<file path="src/rtl/sb_tx_arbiter.sv">
// Sideband TX arbiter: serializes RDI packets and 2- or 4-phase adapter packets
// onto one 64-bit serializer word stream, using round robin when both sources are ready.
module sb_tx_arbiter #(
    parameter logic [4:0] OPC_WITH_DATA = 5'b11011
) (
    input  logic        i_clk,
    input  logic        i_rst,
    input  logic        i_rdi_req,
    input  logic [63:0] i_rdi_pkt,
    output logic        o_rdi_ack,
    input  logic [31:0] i_lp_cfg,
    input  logic        i_lp_cfg_vld,
    output logic        o_lp_cfg_crd,
    output logic        o_adp_err,
    output logic        o_ser_valid,
    output logic [63:0] o_ser_data,
    input  logic        i_ser_done,
    output logic        o_busy
);

    typedef enum logic [2:0] {IDLE, SEND_RDI, SEND_HDR, GAP, SEND_DAT} state_t;

    state_t      state, state_nxt;
    logic [1:0]  phase;
    logic [63:0] hdr_buf, dat_buf, rdi_buf;
    logic        adp_pending;
    logic        drop_burst;
    logic        last_adp;
    logic        has_data;
    logic        rdi_req_eff;
    logic        grant_rdi, grant_adp;
    logic        adp_clr;
    logic        rdi_done;

    assign has_data = (hdr_buf[4:0] == OPC_WITH_DATA);
    // The requester still holds i_rdi_req in the cycle the ack is visible.
    assign rdi_req_eff = i_rdi_req && !o_rdi_ack;

    // Adapter capture. An offending burst that starts while a packet is pending
    // is swallowed until vld drops, so it raises a single error.
    always_ff @(posedge i_clk or posedge i_rst) begin
        if (i_rst) begin
            phase       <= 2'd0;
            hdr_buf     <= 64'h0;
            dat_buf     <= 64'h0;
            adp_pending <= 1'b0;
            drop_burst  <= 1'b0;
            o_adp_err   <= 1'b0;
        end else begin
            o_adp_err <= 1'b0;
            if (i_lp_cfg_vld) begin
                if (adp_pending || drop_burst) begin
                    if (!drop_burst) o_adp_err <= 1'b1;
                    drop_burst <= 1'b1;
                end else begin
                    case (phase)
                        2'd0: hdr_buf[31:0]  <= i_lp_cfg;
                        2'd1: hdr_buf[63:32] <= i_lp_cfg;
                        2'd2: dat_buf[31:0]  <= i_lp_cfg;
                        2'd3: dat_buf[63:32] <= i_lp_cfg;
                        default: ;
                    endcase
                    if ((phase == 2'd1 && !has_data) || phase == 2'd3) begin
                        phase       <= 2'd0;
                        adp_pending <= 1'b1;
                    end else begin
                        phase <= phase + 2'd1;
                    end
                end
            end else begin
                drop_burst <= 1'b0;
                if (phase != 2'd0) begin
                    phase     <= 2'd0;
                    o_adp_err <= 1'b1;
                end
            end
            if (adp_clr) adp_pending <= 1'b0;
        end
    end

    always_comb begin
        state_nxt = state;
        grant_rdi = 1'b0;
        grant_adp = 1'b0;
        adp_clr   = 1'b0;
        rdi_done  = 1'b0;
        case (state)
            IDLE: begin
                if (rdi_req_eff && adp_pending) begin
                    grant_rdi = last_adp;
                    grant_adp = !last_adp;
                end else begin
                    grant_rdi = rdi_req_eff;
                    grant_adp = adp_pending;
                end
                if (grant_rdi)      state_nxt = SEND_RDI;
                else if (grant_adp) state_nxt = SEND_HDR;
            end
            SEND_RDI: if (i_ser_done) begin
                state_nxt = IDLE;
                rdi_done  = 1'b1;
            end
            SEND_HDR: if (i_ser_done) begin
                state_nxt = has_data ? GAP : IDLE;
                adp_clr   = !has_data;
            end
            GAP: state_nxt = SEND_DAT;
            SEND_DAT: if (i_ser_done) begin
                state_nxt = IDLE;
                adp_clr   = 1'b1;
            end
            default: state_nxt = IDLE;
        endcase
    end

    always_ff @(posedge i_clk or posedge i_rst) begin
        if (i_rst) begin
            state        <= IDLE;
            rdi_buf      <= 64'h0;
            last_adp     <= 1'b1;
            o_rdi_ack    <= 1'b0;
            o_lp_cfg_crd <= 1'b0;
        end else begin
            state        <= state_nxt;
            o_rdi_ack    <= rdi_done;
            o_lp_cfg_crd <= adp_clr;
            if (grant_rdi) rdi_buf <= i_rdi_pkt;
            if (grant_rdi || grant_adp) last_adp <= grant_adp;
        end
    end

    // Word outputs decode straight from registered state so reset zeroes them at once.
    always_comb begin
        o_ser_valid = 1'b0;
        o_ser_data  = 64'h0;
        case (state)
            SEND_RDI: begin o_ser_valid = 1'b1; o_ser_data = rdi_buf; end
            SEND_HDR: begin o_ser_valid = 1'b1; o_ser_data = hdr_buf; end
            SEND_DAT: begin o_ser_valid = 1'b1; o_ser_data = dat_buf; end
            default: ;
        endcase
    end

    assign o_busy = (state != IDLE);

endmodule

</file>
<file path="config.mk">
export PLATFORM = sky130hd
export DESIGN_NAME = sb_tx_arbiter
export DESIGN_NICKNAME = d
export VERILOG_FILES = /design/src/rtl/sb_tx_arbiter.sv
export SDC_FILE = /design/constraint.sdc
export NUM_CORES = 1
export LEC_CHECK = 0
export BUFFER_PORTS_ARGS = -buffer_cell sky130_fd_sc_hd__buf_2
export CAP_MARGIN = 25
export CORE_ASPECT_RATIO = 0.5
export CORE_MARGIN = 5
export CORE_UTILIZATION = 40
export DETAILED_ROUTE_END_ITERATION = 10
export HOLD_SLACK_MARGIN = 0.05
export PLACE_DENSITY = 0.63
export RECOVER_POWER = 25
export SLEW_MARGIN = 20
export SYNTH_ARGS = -nofsm -noshare
export SYNTH_HDL_FRONTEND = slang
export SYNTH_SLANG_ARGS = --single-unit
</file>
<file path="constraint.sdc">
create_clock -name i_clk -period 8.4 [get_ports i_clk]
set_input_delay 0.84 -clock i_clk [delete_from_list [all_inputs] [get_ports i_clk]]
set_output_delay 0.84 -clock i_clk [all_outputs]
set_load 0.02 [all_outputs]
</file>
==> results of run 1 <==
==> report_power, final <==
part	internal (W)	switching (W)
sequential	0.00144	0.000269
clock	0.000574	0.000385
combinational	0.000832	0.000800
==> state kept, by name (all words and copies together), names as in the netlist <==
signal and cells:
adp_pending 1, dat_buf 64, drop_burst 1, hdr_buf 64
last_adp 1, o_adp_err 1, o_lp_cfg_crd 1, o_rdi_ack 1
phase 2, rdi_buf 64, state 3
==> metrics by stage <==
stage	cell area (sq um)	utilization	power [W]	hold WS, ns	setup slack (ns)
after floorplan	9630	-	0.002951	0.4641	2.023
after global placement	10450	0.4388	0.003310	0.4740	5.480
after detailed placement	10480	0.4399	0.003372	0.4807	5.448
after CTS	11190	0.4696	0.004351	0.4948	4.917
after global routing	11170	0.4690	0.004542	0.5100	4.832
final	11170	0.4690	0.004297	0.4878	4.998
==> cell families (layout without fill, tap and decap cells) <==
| kind of cell | count (synthesis) | count (layout) | synth area share |
|---|---|---|---|
| buffers and inverters | 58 | 219 | 0.05470 |
| multiplexers | 193 | 193 | 0.2723 |
| flip-flops | 203 | 203 | 0.5276 |
| AND/OR/NAND/NOR | 92 | 92 | 0.04443 |
| adder cells (fa/ha/maj) | 4 | 4 | 0.005197 |
| AO/OA/AOI/OAI | 147 | 147 | 0.09575 |
| other | 0 | 1 | 0 |
==> per-layer routing <==
layer / vias to the layer above / wire, microns
met5: - / 7
met4: 2 / 468
met3: 36 / 940
met2: 120 / 10690
met1: 3177 / 10640
li1: 2787 / -
==> worst max-delay path, cell delays in order, from the launching register on <==
cell     delay, ns
dfrtp_1       0.47
nor2b_4       0.18
buf_4         0.66
a22oi_1       0.31
o21ai_0       0.25
buf_2         0.20
==> final cells by class <==
type	count	area [sq um]
Clock buffer	30	619.3
Multi-Input combinational cell	436	4036
Clock inverter	7	87.58
Sequential cell	203	5082
Tap cell	315	394.1
Antenna cell	1	2.502
Inverter	6	30.03
Timing Repair Buffer	176	920.9
Fill cell	2136	12650
==> worst max-delay path by stage <==
stage,end,start,cells past startpoint,slack (ns)
finish,o_ser_data[61],state[1],5,5.00
global route,o_ser_data[10],state[1],5,4.83
CTS,o_ser_data[61],state[1],5,4.92
detailed placement,o_ser_data[61],state[1],5,5.45
global placement,o_ser_data[61],state[1],5,5.48
floorplan,adp_pending,i_rst,1,2.02
==> layout by cell type (no fill, tap or decap), drive strengths merged, types with 2 or more instances in the layout <==
cell	count
a21o	2
a21oi	4
a22oi	64
and2	5
buf	175
bufinv	2
clkbuf	31
clkinv	4
dfrtp	202
ha	4
inv	6
mux2	192
nand2	71
nand2b	2
nand3	2
nor2b	6
nor3	3
o21ai	70
o22ai	2
o31a	2
==> impl_results.md, run 1 <==
* Fmax at 294.0 MHz
* Synth unique cells at 35
* Initial antenna violation count at 2
* Htree depth at 1
* Pleak at 5.155 nW
* Routed WL per cell at 19.37 microns
* Hold Path End: rdi_buf[62]
* Post-CTS setup buffers at 0
* Sequential-to-total area share from yosys stat at 0.5276
* FF-to-FF setup slack at 6.00 ns
* Reg2reg start: state[0]
* Nets at 949
* Worst-margin pin slew at 0.8948 ns
* GP Congestion at 0.7364
* Post-synth design cell area at 9630 sq um
* RR Endpoint: rdi_buf[39]
* Clk pin slew, worst setup/hold paths at 0.06 ns
* Final Hold Fails at 0
* DIE HEIGHT at 119.7 microns
* Sink Count at 203
* Starting Density at 0.4043
* Core Area at 23820 sq um
* Crit path arrival time at 2.56 ns
* Status: finished clean
* Most frequent cells after synthesis: dfrtp_1, mux2_4, nand2_1, o21ai_0, a22oi_1
* Synth top area cells: dfrtp_1, mux2_4, mux2_2
* Hold crit path type: reg2reg
* RSZ-0062 raised after global routing: no
* Die span in x at 229.4 microns
* Clk buf depth at 3
* Met2 GRT Util at 0.2650
* Relative slew slack at 0.4034
* DP HPWL at 14550 microns
* Placed instance count at 1136
* Cells after Synth at 697
* Largest net degree at the start of global routing at 128
* Startpoint Class: flip-flop
* Req. time, crit path at 7.56 ns
* Drc violations at 0
* GR Layer Usage met1 at 0.2222
* Post-CTS Resized at 0
* Post-synth EDFFs at 0
* Crit path kind: reg2out
* Fraction of registers with async set/reset at 1.000
* Clock latency at the later pin of the worst-skew pair at 0.48 ns
* Post-synth top area cell: dfrtp_1
* TNS Setup at 0 ns
* Vias at 6122
* DRT Pass-1 Iters at 4
* Area grow syn2layout at 16.02%
* GRT overflow at 0
* Cts bufs inserted at 21
* Grt peak-use layer: met2
* Top Ports at 170
* Count leader, synth: dfrtp_1
* Cts hold-fix bufs at 0
* Top_reg_cell synth: dfrtp_1
* Syn. warnings at 0
* Final Critical Period at 3.402 ns
* Routed WL at 22740 microns
* Antenna-violating nets left at 0
* DR iter-0 viols at 410
* Peak VDD IR at 124.4 uV
* Mapped Nets at 802
* CP Max Fanout at 65
* # rows at 40
* Vias per cell at 5.215
* Top cell type's share of synthesized area at 0.5249
* Mapped Avg Cell Area at 13.82 sq um
* Finished Layout Cells at 1174
* First-pass GRT wire length at 35770 microns
* GRT Overall Usage at 0.1604
* Hold Crit Depth at 1
* Setup violators final at 0
* M3 GR Usage at 0.02931
* #FFs+latches synth at 203
* CTS tree: yes
* Vias in the first global route at 6418
* Pwr Density at 384.6 nW/um^2
* Reg2reg path depth at 4
* Share of layout cells above drive strength 1 at 0.4604
* Max-cap violations at 0
* Clock Skew at 0.008151 ns
* Slew Limit Fails at 0
* Die Area at 27470 sq um
* Hold path start: rdi_buf[62]
* CP Capture Type: output port
* Root Driver: clkbuf_16
* IO buf count at 169
* Period utilization at 0.4049
No activity file was read; power rests on OpenSTA's default activity.
==> run 2, diff against run 1 <==
- clock period: 8.4 -> 3.5 ns (I/O delays scaled with it)
==> run 2 against run 1 <==
Compared with the run above:
- the flow now finishes with violations (max-capacitance violations)
- die area stayed put
- largest cell class unchanged
- critical path depth is 1 higher
- sequential cell count stayed put
- critical endpoint is now o_ser_data[62]
- first-iteration DRC count is 10% lower
==> impl_results.md, run 2 (synthesis results as in run 1) <==
* Status: complete, but fails checks
* Failing checks: max-capacitance violations
* Post-CTS Resized at 0
* Htree depth at 1
* Routed WL at 23640 microns
* Die Area at 27470 sq um
* GRT Overall Usage at 0.1698
* Commonest non-fill, non-tap cells in the layout: dfrtp_1, buf_2, mux2_4
* Max-cap violations at 1
* Top Ports at 170
* RSZ-0062 raised after global routing: no
* Finished Cell Area at 11160 sq um
* Setup violators final at 0
* Period utilization at 0.8463
* ANT cells at 0
* Root Driver: clkbuf_16
* DR iter-0 viols at 369
* DP Area at 10530 sq um
* # rows at 40
* Pre-CTS WS at 1.095 ns
* Sink Count at 203
* Setup ws final at 0.5378 ns
* Pwr Density at 910.9 nW/um^2
* Peak VDD IR at 316.6 uV
* Largest net degree at the start of global routing at 81
* Core Area at 23820 sq um
* Clock Skew at 0.01303 ns
* Hold Slack at 0.07258 ns
* CP Max Fanout at 44
* Share of layout cells above drive strength 1 at 0.4498
* IO buf count at 169
* CTS tree: yes
* Nets at 958
* Clk buf depth at 3
* Final Critical Period at 2.962 ns
* Routed WL per cell at 20.00 microns
* CP Capture Type: output port
* Crit path kind: reg2out
* Cts bufs inserted at 21
* Drc violations at 0
* DP HPWL at 15450 microns
* Vias per cell at 5.241
* Clk pin slew, worst setup/hold paths at 0.06 ns
* Relative slew slack at 0.004887
* DRT Pass-1 Iters at 4
* GP Congestion at 0.7547
* Clock latency at the later pin of the worst-skew pair at 0.49 ns
* Vias at 6195
* Hold crit path type: in2reg
* DIE HEIGHT at 119.7 microns
* Regs by FF count: dat_buf: 64 flops, hdr_buf: 64 flops, rdi_buf: 64 flops
* Die span in x at 229.4 microns
* Slew Limit Fails at 0
* Req. time, crit path at 3.15 ns
* Fmax at 337.6 MHz
* TNS Setup at 0 ns
* Starting Density at 0.4043
* Startpoint Class: flip-flop
* Worst-margin pin slew at 1.485 ns
* Pleak at 5.137 nW
* Initial antenna violation count at 2
* Final Hold Fails at 0
* Most common cell after layout, fill and taps aside: dfrtp_1
* GRT overflow at 0
* Antenna-violating nets left at 0
* Crit path arrival time at 2.61 ns
* Area grow syn2layout at 15.90%
* Vias in the first global route at 6770
* First-pass GRT wire length at 37800 microns
-- run 2: routing by layer --
metal	vias to the layer above	share of wire	global-route usage
met1	3223	0.45	0.2270
met5	-	0.00059	0
met3	36	0.042	0.03310
met4	4	0.018	0.03452
met2	122	0.49	0.2909
li1	2810	-	-
-- run 2: stage by stage --
stage	std cells	total power, W	utilization
2_1_floorplan	697	0.007084	-
3_3_place_gp	1141	0.008010	0.4421
3_5_place_dp	1141	0.008139	0.4421
4_1_cts	1182	0.01031	0.4703
5_1_grt	1182	0.01079	0.4685
6_report	1182	0.01017	0.4685
-- run 2: path summary, 6_finish.rpt --
kind / startpoint / to / slack (ns) / cells after the start
min: i_rdi_pkt[63] / rdi_buf[63] / 0.07 / 2
min reg2reg: rdi_buf[60] / rdi_buf[60] / 0.49 / 1
min in group asynchronous: i_rst / rdi_buf[41] / 0.78 / 3
max reg2reg: state[0] / rdi_buf[28] / 0.79 / 4
max: state[0] / o_ser_data[62] / 0.54 / 6
max in group asynchronous: i_rst / rdi_buf[63] / 0.93 / 4
-- run 2: cell type report --
cell class                      count  area, sq um
Multi-Input combinational cell    436         4036
Tap cell                          315        394.1
Inverter                            6        23.77
Fill cell                        2179        12660
Sequential cell                   203         5081
Timing Repair Buffer              185        994.7
Clock inverter                      2        13.76
Clock buffer                       35        618.1
-- run 2: where the power goes --
part           switching [W]  internal, W  total, W  leakage [nW]
logic                0.00196      0.00200   0.00396          2.33
clock network       0.000898      0.00120   0.00210         0.308
registers           0.000655      0.00345   0.00411          2.50
total                0.00351      0.00665    0.0102          5.14
-- run 2: timing repair --
| action | in CTS | in global routing |
|---|---|---|
| hold endpoints to repair | 31 | 0 |
| hold buffers | 4 | 0 |
| buffers inserted | 0 | 0 |
-- run 2: critical path, cell delays in order, from the launching register on --
cell     delay [ns]
dfrtp_1        0.68
inv_1          0.21
nor3_2         0.26
buf_4          0.48
nand2_1        0.11
o21ai_0        0.14
buf_2          0.23
